$ cat src/rtl/ps2_host_tx_if.sv
// ps2_host_tx_if: byte request/status handshake of the PS/2 host transmitter.
// The master side offers bytes; the transmitter reports progress back.
interface ps2_host_tx_if;
    logic [7:0] tx_data;
    logic       tx_start;
    logic       tx_busy;
    logic       tx_done;
    logic       tx_err;
    logic       rx_inhibit;

    modport master (
        output tx_data,
        output tx_start,
        input  tx_busy,
        input  tx_done,
        input  tx_err,
        input  rx_inhibit
    );

    modport slave (
        input  tx_data,
        input  tx_start,
        output tx_busy,
        output tx_done,
        output tx_err,
        output rx_inhibit
    );
endinterface

$ cat src/rtl/ps2_host_tx.sv
// ps2_host_tx: PS/2 host-to-device byte transmitter, open-drain line control.
// Define PS2_TX_RESEND_EN to retry a failed byte up to two more times.
module ps2_host_tx #(
    parameter int INHIBIT_CYCLES = 3000,
    parameter int TIMEOUT_CYCLES = 375000,
    parameter int FILTER_LEN     = 8
) (
    input  logic         clk,
    input  logic         rst,
    ps2_host_tx_if.slave tx,
    input  logic         ps2_clk_in,
    input  logic         ps2_dat_in,
    output logic         ps2_clk_oe,
    output logic         ps2_dat_oe
);

    localparam int INH_W = $clog2(INHIBIT_CYCLES + 1);
    localparam int TMO_W = $clog2(TIMEOUT_CYCLES + 1);
    localparam logic [INH_W-1:0] INH_LAST = INH_W'(INHIBIT_CYCLES - 1);
    localparam logic [TMO_W-1:0] TMO_LAST = TMO_W'(TIMEOUT_CYCLES - 1);

    typedef enum logic [2:0] {
        S_IDLE,
        S_INHIBIT,
        S_REQ,
        S_SHIFT,
        S_WAIT_IDLE,
        S_DONE,
        S_ERR
    } state_t;

    state_t           state;
    logic [INH_W-1:0] inh_cnt;
    logic [TMO_W-1:0] tmo_cnt;
    logic [3:0]       bit_cnt;
    logic [7:0]       data_q;
    logic             parity_q;
    logic             busy_q;
    logic             done_q;
    logic             err_q;

    logic [1:0]            clk_sync;
    logic [1:0]            dat_sync;
    logic [FILTER_LEN-1:0] clk_sh;
    logic [FILTER_LEN-1:0] dat_sh;
    logic                  clk_f;
    logic                  dat_f;
    logic                  fall;

    logic accept;
    logic tmo_hit;
    logic nack;
    logic fail;
    logic can_retry;

    assign tx.tx_busy    = busy_q;
    assign tx.tx_done    = done_q;
    assign tx.tx_err     = err_q;
    assign tx.rx_inhibit = busy_q;

    // Idle bus is high, so the conditioning chain resets to 1s.
    always_ff @(posedge clk) begin
        if (rst) begin
            clk_sync <= '1;
            dat_sync <= '1;
            clk_sh   <= '1;
            dat_sh   <= '1;
            clk_f    <= 1'b1;
            dat_f    <= 1'b1;
            fall     <= 1'b0;
        end else begin
            clk_sync <= {clk_sync[0], ps2_clk_in};
            dat_sync <= {dat_sync[0], ps2_dat_in};
            clk_sh   <= {clk_sh[FILTER_LEN-2:0], clk_sync[1]};
            dat_sh   <= {dat_sh[FILTER_LEN-2:0], dat_sync[1]};
            if (&clk_sh) begin
                clk_f <= 1'b1;
            end else if (~|clk_sh) begin
                clk_f <= 1'b0;
            end
            if (&dat_sh) begin
                dat_f <= 1'b1;
            end else if (~|dat_sh) begin
                dat_f <= 1'b0;
            end
            fall <= clk_f & ~|clk_sh;
        end
    end

    always_comb begin
        accept  = (state == S_IDLE) && tx.tx_start;
        tmo_hit = ((state == S_SHIFT) || (state == S_WAIT_IDLE))
                  && (tmo_cnt == TMO_LAST);
        nack    = (state == S_SHIFT) && fall
                  && (bit_cnt == 4'd10) && dat_f;
        fail    = tmo_hit || nack;
    end

`ifdef PS2_TX_RESEND_EN
    logic [1:0] retry_cnt;

    assign can_retry = (retry_cnt != 2'd2);

    always_ff @(posedge clk) begin
        if (rst) begin
            retry_cnt <= 2'd0;
        end else if (accept) begin
            retry_cnt <= 2'd0;
        end else if (fail && can_retry) begin
            retry_cnt <= retry_cnt + 2'd1;
        end
    end
`else
    assign can_retry = 1'b0;
`endif

    // A failure (timeout wins over a coincident fall) preempts the FSM.
    always_ff @(posedge clk) begin
        if (rst) begin
            state      <= S_IDLE;
            inh_cnt    <= '0;
            tmo_cnt    <= '0;
            bit_cnt    <= '0;
            data_q     <= '0;
            parity_q   <= 1'b0;
            busy_q     <= 1'b0;
            done_q     <= 1'b0;
            err_q      <= 1'b0;
            ps2_clk_oe <= 1'b0;
            ps2_dat_oe <= 1'b0;
        end else if (fail) begin
            ps2_dat_oe <= 1'b0;
            if (can_retry) begin
                ps2_clk_oe <= 1'b1;
                inh_cnt    <= '0;
                state      <= S_INHIBIT;
            end else begin
                ps2_clk_oe <= 1'b0;
                err_q      <= 1'b1;
                state      <= S_ERR;
            end
        end else begin
            unique case (state)
                S_IDLE: begin
                    if (tx.tx_start) begin
                        data_q     <= tx.tx_data;
                        parity_q   <= ~^tx.tx_data;
                        inh_cnt    <= '0;
                        busy_q     <= 1'b1;
                        ps2_clk_oe <= 1'b1;
                        state      <= S_INHIBIT;
                    end
                end
                S_INHIBIT: begin
                    if (inh_cnt == INH_LAST) begin
                        ps2_dat_oe <= 1'b1;
                        state      <= S_REQ;
                    end else begin
                        inh_cnt <= inh_cnt + INH_W'(1);
                    end
                end
                S_REQ: begin
                    ps2_clk_oe <= 1'b0;
                    bit_cnt    <= '0;
                    tmo_cnt    <= '0;
                    state      <= S_SHIFT;
                end
                S_SHIFT: begin
                    tmo_cnt <= tmo_cnt + TMO_W'(1);
                    if (fall) begin
                        bit_cnt <= bit_cnt + 4'd1;
                        unique case (1'b1)
                            (bit_cnt < 4'd8):
                                ps2_dat_oe <= ~data_q[bit_cnt[2:0]];
                            (bit_cnt == 4'd8):
                                ps2_dat_oe <= ~parity_q;
                            (bit_cnt == 4'd9):
                                ps2_dat_oe <= 1'b0;
                            (bit_cnt == 4'd10):
                                state <= S_WAIT_IDLE;
                            default: ;
                        endcase
                    end
                end
                S_WAIT_IDLE: begin
                    tmo_cnt <= tmo_cnt + TMO_W'(1);
                    if (clk_f && dat_f) begin
                        done_q <= 1'b1;
                        state  <= S_DONE;
                    end
                end
                S_DONE: begin
                    done_q <= 1'b0;
                    busy_q <= 1'b0;
                    state  <= S_IDLE;
                end
                S_ERR: begin
                    err_q      <= 1'b0;
                    busy_q     <= 1'b0;
                    ps2_clk_oe <= 1'b0;
                    ps2_dat_oe <= 1'b0;
                    state      <= S_IDLE;
                end
                default: begin
                    state <= S_IDLE;
                end
            endcase
        end
    end

endmodule

$ cat src/flat_wrapper.sv
// flat-port wrapper written by rule: the top's interface ports become plain ports
module ps2_host_tx_flat 
#(
    parameter int INHIBIT_CYCLES = 3000,
    parameter int TIMEOUT_CYCLES = 375000,
    parameter int FILTER_LEN     = 8
)
  (clk, rst, ps2_clk_in, ps2_dat_in, ps2_clk_oe, ps2_dat_oe, tx_tx_data, tx_tx_start, tx_tx_busy, tx_tx_done, tx_tx_err, tx_rx_inhibit);
  ps2_host_tx_if tx_i ();
  input  logic clk;
  input  logic rst;
  input  logic ps2_clk_in;
  input  logic ps2_dat_in;
  output logic ps2_clk_oe;
  output logic ps2_dat_oe;
  input wire logic [$bits(tx_i.tx_data)-1:0] tx_tx_data;
  input wire logic [$bits(tx_i.tx_start)-1:0] tx_tx_start;
  output wire logic [$bits(tx_i.tx_busy)-1:0] tx_tx_busy;
  output wire logic [$bits(tx_i.tx_done)-1:0] tx_tx_done;
  output wire logic [$bits(tx_i.tx_err)-1:0] tx_tx_err;
  output wire logic [$bits(tx_i.rx_inhibit)-1:0] tx_rx_inhibit;
  assign tx_i.tx_data = tx_tx_data;
  assign tx_i.tx_start = tx_tx_start;
  assign tx_tx_busy = tx_i.tx_busy;
  assign tx_tx_done = tx_i.tx_done;
  assign tx_tx_err = tx_i.tx_err;
  assign tx_rx_inhibit = tx_i.rx_inhibit;
  ps2_host_tx #(.INHIBIT_CYCLES(INHIBIT_CYCLES), .TIMEOUT_CYCLES(TIMEOUT_CYCLES), .FILTER_LEN(FILTER_LEN)) u_core (.clk(clk), .rst(rst), .tx(tx_i), .ps2_clk_in(ps2_clk_in), .ps2_dat_in(ps2_dat_in), .ps2_clk_oe(ps2_clk_oe), .ps2_dat_oe(ps2_dat_oe));
endmodule
$ cat config.mk
export PLATFORM = sky130hd
export DESIGN_NAME = ps2_host_tx_flat
export DESIGN_NICKNAME = d
export VERILOG_FILES = /design/src/rtl/ps2_host_tx_if.sv /design/src/rtl/ps2_host_tx.sv /design/src/flat_wrapper.sv
export SDC_FILE = /design/constraint.sdc
export NUM_CORES = 1
export LEC_CHECK = 0
export CORE_UTILIZATION = 45
export CTS_CLUSTER_DIAMETER = 30
export DETAILED_ROUTE_END_ITERATION = 12
export GPL_TIMING_DRIVEN = 1
export PLACE_DENSITY_LB_ADDON = 0.2
export SYNTH_ARGS = -nofsm -noshare
export SYNTH_HDL_FRONTEND = slang
export SYNTH_SLANG_ARGS = --single-unit
$ cat constraint.sdc
create_clock -name clk -period 3.05 [get_ports clk]
set_clock_uncertainty 0.05 [all_clocks]
set_input_delay 0.4575 -clock clk [delete_from_list [all_inputs] [get_ports clk]]
set_output_delay 0.4575 -clock clk [all_outputs]
set_load 0.02 [all_outputs]
After elaboration in Yosys (flattened, before gate mapping)
Index checks and enable logic that the tools add are counted.
Widths: inputs -> output; s select.
{"block": "word_totals", "ff_bits": 75, "input_bits": 13, "out_inout_bits": 6, "elab_cells": 115}
{"block": "classes", "add_sub_neg": 3, "n_lt_le_gt_ge": 2, "eq_ne": 23, "muxes": 26, "bitwise": 4, "reduce_logical": 38}
{"operator": "$pmux 19 s2", "count": 1}
{"operator": "$mux 12", "count": 2}
{"operator": "$pmux 12 s2", "count": 1}
{"operator": "$add 19x1->19 const B", "count": 1}
{"operator": "$eq 19x19->1 const B", "count": 1}
{"operator": "$mux 3", "count": 6}
{"operator": "$reduce_and 8->1", "count": 2}
{"operator": "$reduce_or 8->1", "count": 2}
{"operator": "$pmux 3 s5", "count": 1}
{"operator": "$reduce_bool 2->1", "count": 7}
{"operator": "$add 12x1->12 const B", "count": 1}
{"operator": "$eq 12x12->1 const B", "count": 1}
{"operator": "$eq 4x4->1 const B", "count": 3}
{"operator": "$reduce_and 3->1", "count": 4}
{"operator": "$reduce_or 2->1", "count": 6}
{"operator": "$reduce_and 5->1", "count": 2}
{"operator": "$eq 3x3->1 const B", "count": 3}
{"operator": "$ne 3x2->1 const B", "count": 3}
{"operator": "$ne 2x2->1 const B", "count": 4}
{"operator": "$pmux 4 s2", "count": 1}
{"operator": "$reduce_and 4->1", "count": 2}
{"operator": "$reduce_xnor 8->1", "count": 1}
{"operator": "$mux 1", "count": 7}
{"operator": "$eq 3x2->1 const B", "count": 2}
{"operator": "19 further kinds", "count": 32}

Logic depth before layout (Yosys ltp)
Gate-level depths: netlist of the first run.
{"block": "depth", "ltp_word": 7, "ltp_mapped": 8, "mapped_depth_nobuf": 7}

Worst setup path after synthesis of the first run
Ideal clock, no wire load.
{"block": "synth_path", "path_kind": "reg2reg", "startpoint": "reg u_core.bit_cnt[0]", "endpoint": "reg u_core.tmo_cnt[3]", "setup_time_ps": 71, "arrival_ps": 2179, "path_slack_ps": 750, "path_stages_with_launch": 9, "path_buffers": 1, "synth_period_minus_slack_ps": 2300, "path_cell_list": "dfxtp_1 -> inv_1 -> ha_1 -> and4b_1 -> a31o_2 -> and2_1 -> buf_2 -> or4_1 -> a21oi_1"}
{"block": "synth_via", "elab_chain_len": 6}
{"item": "from (decl)", "line": "ps2_host_tx.sv:35", "source": "logic [3:0] bit_cnt;"}
{"item": "from (signal assigned)", "line": "ps2_host_tx.sv:171", "source": "bit_cnt <= bit_cnt + 4'd1;"}
{"item": "$eq 4x4->1", "line": "ps2_host_tx.sv:95", "source": "&& (bit_cnt == 4'd10) && dat_f;"}
{"item": "$logic_and 1x1->1 (2 in series)", "line": "ps2_host_tx.sv:95"}
{"item": "$logic_or 1x1->1", "line": "ps2_host_tx.sv:96", "source": "fail = tmo_hit || nack;"}
{"item": "$not 1->1 (no line)"}
{"item": "$reduce_and 2->1 (no line)"}
{"item": "to (signal assigned)", "line": "ps2_host_tx.sv:169", "source": "tmo_cnt <= tmo_cnt + TMO_W'(1);"}
{"item": "to (signal assigned)", "line": "ps2_host_tx.sv:186", "source": "tmo_cnt <= tmo_cnt + TMO_W'(1);"}
{"item": "to (decl)", "line": "ps2_host_tx.sv:34", "source": "logic [TMO_W-1:0] tmo_cnt;"}
Every way passes these cells.
A chain may end at the register's enable or synchronous reset.

Worst setup path in the final report of the first run
{"block": "layout_path", "startpoint": "reg u_core.bit_cnt[0]", "endpoint": "reg u_core.tmo_cnt[13]"}
Same word-level chain as after synthesis.

==> results, run 1 <==
- The run finished with clean final reports.
- In this run, synthesis inferred 0 flip-flops with an integrated enable.
- The setup check on the worst reg-to-reg path leaves a slack of 300 ps.
- The layout-stage area growth over the synthesis result is 11.9%.
- The internal power of the cells totals 1.44 mW.
- The top cell types in the final layout, fill and taps aside, are 75 x sky130_fd_sc_hd__dfxtp_1, 54 x sky130_fd_sc_hd__nand2_1, 33 x sky130_fd_sc_hd__a21oi_1, 28 x sky130_fd_sc_hd__or2_2, 24 x sky130_fd_sc_hd__nor2_1.
- Buffers inserted to repair hold after CTS numbered 0.
- The arrival time reported for the critical path endpoint is 2970 ps.
- The count of cell types in the netlist is 53.
- Input and output buffers added on the ports amount to 18.
- The register bit count reported by yosys is 75.
- The worst ir drop on vdd is 347 uV.
- The reg-to-reg endpoint is u_core.tmo_cnt[13].
- The number of warnings printed during yosys synthesis is 0.
- The total area inside the core boundary comes to 7690 um2.
- For this run, the top clock speed supported by timing is 364 MHz.
- The number of endpoints failing setup at the final stage is 0.
- The worst setup path is captured at a flop.
- In this run the horizontal extent of the chip is 90.9 um.
- The worst register-to-register path begins at u_core.bit_cnt[0].
- The count of nets after finishing is 441.
- The first routing iteration left 123 violations.
- The number of clock buffers inserted by TritonCTS is 9.
- The share of total power dissipated in sequential elements is 53.5%.
- The total power divided by cell area is 475 nW/um2.
- Counting every sink on the clock net gives 75.
- The fraction of power consumed by the clock network is 39.6%.
- Overall power consumption after layout is estimated at 1.89 mW.
- The most used flip-flop cell after synthesis is sky130_fd_sc_hd__dfxtp_1.
- Sequential elements use 42.3% of the synthesized area.
- The final hold violation count is 0.
- In this run the core area contains 32 standard-cell rows.
- Entering global routing, the biggest net connects 42 pins.
- Routability-driven placement finished with a final weighted congestion of 0.823.
- The number of global-route vias before repair is 2,736.
- At the later pin of the worst-skew pair, clock insertion delay measures 350 ps.
- Leaving out fill and tap cells, the most frequent cell in the layout is sky130_fd_sc_hd__dfxtp_1.
- By startpoint and endpoint, the worst setup path is classified as flop to flop.
- The required time of the worst setup path is 3270 ps.
- The count of fill cells added during filler insertion is 757.
- Summed over all nets, the switching power comes to 0.453 mW.
- The switching share of power is 24.0%.
- Combinational logic is responsible for 6.9% of the overall power.
- Counting instances, the worst hold path has a depth of 1.
- The average vias per placed instance is 5.55.
- Synthesis produced 410 cells.
- The aggregate negative setup slack is 0 ps.
- The number of pins exceeding their max-slew limit in the final report was 0.
- The number of setup buffers added after CTS is 0.
- Clock tree synthesis selected as its root buffer the cell sky130_fd_sc_hd__clkbuf_8.
- The max-cap check violation count is 0.
- In this run the worst path has a maximum fanout of 21.
- The total nets after synthesis is 428.
- The maximum level of the CTS H-tree is 3.
- After clock tree synthesis, the repair step resized 0 gates.
- The final-layout worst hold slack is 362 ps.
- Once the floorplan was initialized, standard cells occupied 46.2% of the core.
- The origin of the worst min-delay path is u_core.dat_sync[0].
- Setup repair after global routing left no endpoint under its margin.
- The fraction of final layout cells with drive strength greater than 1 is 14.5%.
- After detailed routing, the number of remaining DRC violations is 0.
- The overall die height is 90.9 um.
- The antenna cell count is 0.
- The tightest slew margin relative to the limit is 45.2%.
- The wire length after detailed routing is 7300 um.
- The path class of the tightest hold or removal check is flop to flop.
- The detail-routed net length per standard cell is 13.8 um.
- In this run the count of I/O pins placed on the die edge is 19.
- The startpoint kind of the worst setup timing path is a flop.
- The global-route usage over all layers is 18.8%.
- In this run the deepest clock path goes through 2 buffers.
- The wire length of the first global-routing pass is 12,600 um.
- Dividing the final minimum period by the clock period gives 90.2%.
- Summing over every cut layer, the via total after detailed routing is 2,939.
- The detailed-placement wirelength estimate is 4960 um.
- Global routing finished with a remaining overflow of 0.
- The cell area after technology mapping is 3550 um2.
- The area of the die is 8260 um2.
- After clock tree synthesis, the clock-pin slew on the worst setup and hold paths is 80 ps.
- TritonCTS built the clock tree.
- The fraction of registers with async set or reset after synthesis is 0%.
- A synthesized cell averages 8.67 um2.
- The transition time of the tightest slew-check pin is 819 ps.
- The number of detailed-routing iterations run before antenna repair is 4.
- The remaining antenna violation count after routing is 0.
- The capture endpoint of the worst hold path is u_core.dat_sync[1].
- For this design the static power due to leakage is 1.29 nW.
- The minimum period implied by the final worst setup slack is 2750 ps.
- The initial antenna violation count is 0.
- The worst register-to-register path has a depth of 7.
==> critical path: stages (launching register included) <==
cell                      delay, ps
sky130_fd_sc_hd__dfxtp_1        500
sky130_fd_sc_hd__inv_1          110
sky130_fd_sc_hd__ha_1           220
sky130_fd_sc_hd__and4b_1        250
sky130_fd_sc_hd__a31o_2         290
sky130_fd_sc_hd__and2_1         400
sky130_fd_sc_hd__or4_1          650
sky130_fd_sc_hd__mux2i_1        190
==> flip-flops by register name (all words and copies together) (netlist names) <==
register              cells
u_core.ps2_dat_oe         1
u_core.tx.tx_done         1
u_core.bit_cnt            4
u_core.dat_sync           2
u_core.data_q             8
u_core.state              3
u_core.tmo_cnt           19
u_core.clk_sync           2
u_core.dat_f              1
u_core.tx.rx_inhibit      1
u_core.inh_cnt           12
u_core.tx.tx_err          1
u_core.fall               1
u_core.parity_q           1
u_core.clk_f              1
u_core.dat_sh             8
u_core.clk_sh             8
u_core.ps2_clk_oe         1
==> worst max-delay path by stage <==
| stage | cells past startpoint | end | slack [ps] | startpoint |
|---|---|---|---|---|
| floorplan | 8 | u_core.tmo_cnt[3] | 750 | u_core.bit_cnt[0] |
| detailed placement | 7 | u_core.tmo_cnt[13] | 360 | u_core.bit_cnt[0] |
| CTS | 7 | u_core.tmo_cnt[13] | 300 | u_core.bit_cnt[0] |
| finish | 7 | u_core.tmo_cnt[13] | 300 | u_core.bit_cnt[0] |
| global route | 7 | u_core.tmo_cnt[13] | 110 | u_core.bit_cnt[0] |
| global placement | 7 | u_core.tmo_cnt[13] | 430 | u_core.bit_cnt[0] |
==> metrics by stage <==
stage / util [%] / std cells / instance area, um2 / worst slack [ps]
2_1_floorplan: - / 410 / 3550 / 750
3_3_place_gp: 49.2 / 514 / 3780 / 426
3_5_place_dp: 49.2 / 514 / 3780 / 358
4_1_cts: 51.7 / 530 / 3980 / 299
5_1_grt: 51.7 / 530 / 3980 / 109
6_report: 51.7 / 530 / 3980 / 299
==> synthesized netlist by cell type (5+ instances only) <==
cell / n / share of area [%]
sky130_fd_sc_hd__nand4_1: 18 / 3.2
sky130_fd_sc_hd__clkbuf_1: 12 / 1.3
sky130_fd_sc_hd__or2_2: 28 / 4.9
sky130_fd_sc_hd__o21ai_0: 8 / 1.1
sky130_fd_sc_hd__a21oi_1: 33 / 4.6
sky130_fd_sc_hd__nor2_1: 24 / 2.5
sky130_fd_sc_hd__nor4_1: 9 / 1.6
sky130_fd_sc_hd__xnor2_1: 21 / 5.2
sky130_fd_sc_hd__and2_1: 5 / 0.88
sky130_fd_sc_hd__mux2i_1: 8 / 2.3
sky130_fd_sc_hd__inv_1: 11 / 1.2
sky130_fd_sc_hd__nand3_1: 12 / 1.7
sky130_fd_sc_hd__nor3_1: 9 / 1.3
sky130_fd_sc_hd__dfxtp_1: 75 / 42
sky130_fd_sc_hd__ha_1: 5 / 1.8
sky130_fd_sc_hd__o31ai_1: 7 / 1.5
sky130_fd_sc_hd__or4_1: 7 / 1.5
sky130_fd_sc_hd__nand2_1: 54 / 5.7
==> layer usage <==
metal | track usage [%] | up-vias | wire length [um]
li1 | - | 1492 | -
met1 | 24.4 | 1396 | 3650
met2 | 30.5 | 45 | 3320
met3 | 5.05 | 6 | 270
met4 | 5.56 | 0 | 60
met5 | 0 | - | 0
==> cell families (layout without fill, tap and decap cells) <==
group,count (synthesis),in the layout,share of synthesized area [%]
AND/OR/NAND/NOR,194,194,29.7
flip-flops,75,75,42.3
AO/OA/AOI/OAI,73,73,13.1
buffers and inverters,32,50,4.44
XOR/XNOR,21,21,5.18
multiplexers,10,10,3.52
adder cells (fa/ha/maj),5,5,1.76
==> area by class of cell <==
type                    count  area (um2)  area share (%)
multi-input cells         303        1890            47.6
flip-flops and latches     75        1500            37.8
repair buffers             23         218            5.48
clock buffers              10         128            3.21
well taps                 102         128            3.21
clock inverters             6        66.3            1.67
inverters                  11        41.3            1.04
==> power by group through the flow <==
stage | logic (mW) | registers, mW | clock network (mW)
finish | 0.130 | 1.01 | 0.748
global route | 0.144 | 1.01 | 0.803
CTS | 0.131 | 1.01 | 0.764
detailed placement | 0.130 | 1.03 | 0
global placement | 0.129 | 1.03 | 0
floorplan | 0.0861 | 1.03 | 0
Power figures use the tool's default switching activity.
==> run 2, diff against run 1 <==
--- a/config.mk
+++ b/config.mk
@@ -8,6 +8,7 @@
 export CORE_UTILIZATION = 45
 export CTS_CLUSTER_DIAMETER = 30
 export DETAILED_ROUTE_END_ITERATION = 12
+export GPL_ROUTABILITY_DRIVEN = 1
 export GPL_TIMING_DRIVEN = 1
 export PLACE_DENSITY_LB_ADDON = 0.2
 export SYNTH_ARGS = -nofsm -noshare
==> results of run 2 <==
Same layout as run 1: the final DEF is identical, and so are final timing and power.
==> run 3, diff against run 2 <==
--- a/config.mk
+++ b/config.mk
@@ -10,7 +10,7 @@
 export DETAILED_ROUTE_END_ITERATION = 12
 export GPL_ROUTABILITY_DRIVEN = 1
 export GPL_TIMING_DRIVEN = 1
-export PLACE_DENSITY_LB_ADDON = 0.2
+export PLACE_DENSITY = 0.68
 export SYNTH_ARGS = -nofsm -noshare
 export SYNTH_HDL_FRONTEND = slang
 export SYNTH_SLANG_ARGS = --single-unit
==> results, run 3 (synthesized netlist as in run 1, its figures left out) <==
- The run finished with clean final reports.
- The global-route usage over all layers is 18.8%.
- The kind of end point of the critical path is a flop.
- Setup total negative slack on the finished layout was measured at 0 ps.
- Of the total power, combinational logic draws 6.6%.
- Cells with a size suffix above 1 make up 14.5% of the layout.
- Buffers added to address setup during post-CTS repair amount to 0.
- The number of endpoints failing setup at the final stage is 0.
- The count of nets after finishing is 441.
- Once placement finished, the instance area stood at 3780 um2.
- The commonest non-fill, non-tap cell in the layout is sky130_fd_sc_hd__dfxtp_1.
- After layout, the minimum clock period comes to 2720 ps.
- The worst ir drop on vdd is 271 uV.
- The clock root buffer is sky130_fd_sc_hd__clkbuf_8.
- Relative to the synthesized area, the layout overhead comes to 12.6%.
- The sum of met3 wire segment lengths after detailed routing is 242 um.
- For this run, the share of the core covered by cells in the final layout is 52.0%.
- The CTS tree is yes.
- The count of nets left with antenna violations once routing finished came out at 0.
- The H-tree was split into 3 levels.
- For the worst setup path, the data required time is 3240 ps.
- After floorplanning, the core was divided into 32 placement rows.
- After clock tree synthesis, the repair step resized 0 gates.
- Clock latency on the worst-skew pair, taken at its later pin, is 350 ps.
- At the pin with the least slew margin, the transition time is 765 ps.
- Power comes to 1.97 mW.
- The antenna cell count is 0.
- The startpoint kind of the worst setup timing path is a flop.
- On the critical path, the stage with the largest delay is an instance of sky130_fd_sc_hd__or4_1.
- The largest registers in the layout are u_core.tmo_cnt x19, u_core.inh_cnt x12.
- The fraction of power consumed by sequential logic is 51.2%.
- The number of flip-flops under the largest register name is 19.
- The arrival time reported for the critical path endpoint is 2900 ps.
- In this run the static leakage power is 1.31 nW.
- The average vias per placed instance is 5.58.
- The buffer levels on the longest clock path is 2.
- The setup slack after placement is 350 ps.
- The initial antenna violation count is 0.
- The fraction of power consumed by the clock network is 42.2%.
- The DRC marker count from the first detailed-route iteration is 171.
- The length of routed met2 wiring is 3250 um.
- Static timing analysis puts the maximum clock frequency at 368 MHz.
- By startpoint and endpoint, the worst setup path is classified as flop to flop.
- The detailed-routing wirelength on met1 is 3610 um.
- The final hold violation count is 0.
- u_core.tmo_cnt holds more flip-flops than any other register.
- In the routed design, unresolved DRC markers number 0.
- The switching power total is 0.454 mW.
- The worst path uses 89.1% of the clock period.
- Once the floorplan was initialized, standard cells occupied 46.2% of the core.
- The switching share of power is 23.0%.
- Global routing finished with a remaining overflow of 0.
- After detailed placement, the design holds a cell count of 514.
- Entering global routing, the biggest net connects 43 pins.
- The detailed router placed 2,956 vias in this run.
- The worst min-delay path class is flop to flop.
- The number of detailed-routing iterations run before antenna repair is 5.
- The die is 90.9 um tall.
- Setup slack closes at 333 ps.
- The max-cap check violation count is 0.
- In this run the horizontal extent of the chip is 90.9 um.
- Cell internal power was estimated by the tool at 1.52 mW.
- The cts-stage hold buffer count is 0.
- In this run the count of I/O pins placed on the die edge is 19.
- The wire length after detailed routing is 7170 um.
- The detail-routed net length per standard cell is 13.5 um.
- Measured against its own limit, the worst slew margin works out to 48.8%.
- The number of pins exceeding their max-slew limit in the final report is 0.
- The number of global-route vias before repair is 2,703.
- The largest driver fanout on the critical path is 21.
- The congestion estimate from routability-driven global placement came to 0.826.
- The first global-routing pass estimated 12,600 um of wire.
- The clock sink count is 75.
- In the layout the commonest cells are 75 x sky130_fd_sc_hd__dfxtp_1, 54 x sky130_fd_sc_hd__nand2_1, 33 x sky130_fd_sc_hd__a21oi_1, 28 x sky130_fd_sc_hd__or2_2, 24 x sky130_fd_sc_hd__nor2_1.
- The peak per-stage delay on the critical path is 640 ps.
- The final-layout worst hold slack is 362 ps.
- Dividing total power by cell area gives a power density of 494 nW/um2.
- Summing all non-filler instances in the final layout gives an area of 4000 um2.
- In this run the standard cell core region covers 7690 um2.
- The detailed-placement wirelength estimate is 4950 um.
- The count of buffers added on input and output ports is 18.
- Traced cell by cell, the critical path runs through inv_1, ha_1, and4b_1, a31o_2, and2_1, or4_1, mux2i_1.
- Setup repair after global routing left no endpoint under its margin.
- The area of the die is 8260 um2.
- Clock-pin slew was measured on the worst setup and hold paths at 80 ps.
- After detailed routing, no signal wire sits above met4.
- The number of clock buffers inserted by TritonCTS is 9.
- The finished layout holds 530 standard cells, fillers aside.
[run 3: cell types whose count changed in the layout (fill, tap and decap cells not counted), sizes merged]
cell / delta
clkinv: +1
clkinvlp: -2
bufinv: +1
[run 3: cell type report]
class                           instances  area (um2)
Fill cell                             733        3690
Multi-Input combinational cell        303        1890
Sequential cell                        75        1500
Timing Repair Buffer                   23         218
Clock buffer                           10         128
Tap cell                              102         128
Clock inverter                          6        90.1
Inverter                               11        41.3
[run 3: worst paths after layout]
check                     start                  to  slack (ps)  depth (start not counted)
min          u_core.dat_sync[0]  u_core.dat_sync[1]         360                          1
max reg2reg   u_core.bit_cnt[0]  u_core.tmo_cnt[13]         330                          7
min reg2reg  u_core.dat_sync[0]  u_core.dat_sync[1]         360                          1
max           u_core.bit_cnt[0]  u_core.tmo_cnt[13]         330                          7
[run 3: worst max-delay path: cells and delay by family (launching register included)]
kind	cells	cell delay (ps)
compound gates	1	300
simple gates	3	1280
mux	1	150
buf+inv	1	110
flops	1	500
fa+ha+maj	1	220
[run 3: power groups by stage]
stage | Combinational, mW | Clock (mW) | Sequential (mW)
after floorplan | 0.0861 | 0 | 1.03
after global placement | 0.127 | 0 | 1.03
after detailed placement | 0.130 | 0 | 1.03
after CTS | 0.131 | 0.852 | 1.01
after global routing | 0.143 | 0.890 | 1.01
final | 0.130 | 0.833 | 1.01
[run 3: metal layers]
metal | GRT usage [%] | up-vias
li1 | - | 1488
met1 | 24.6 | 1424
met2 | 30.2 | 37
met3 | 5.72 | 7
met4 | 4.76 | 0
met5 | 0 | -
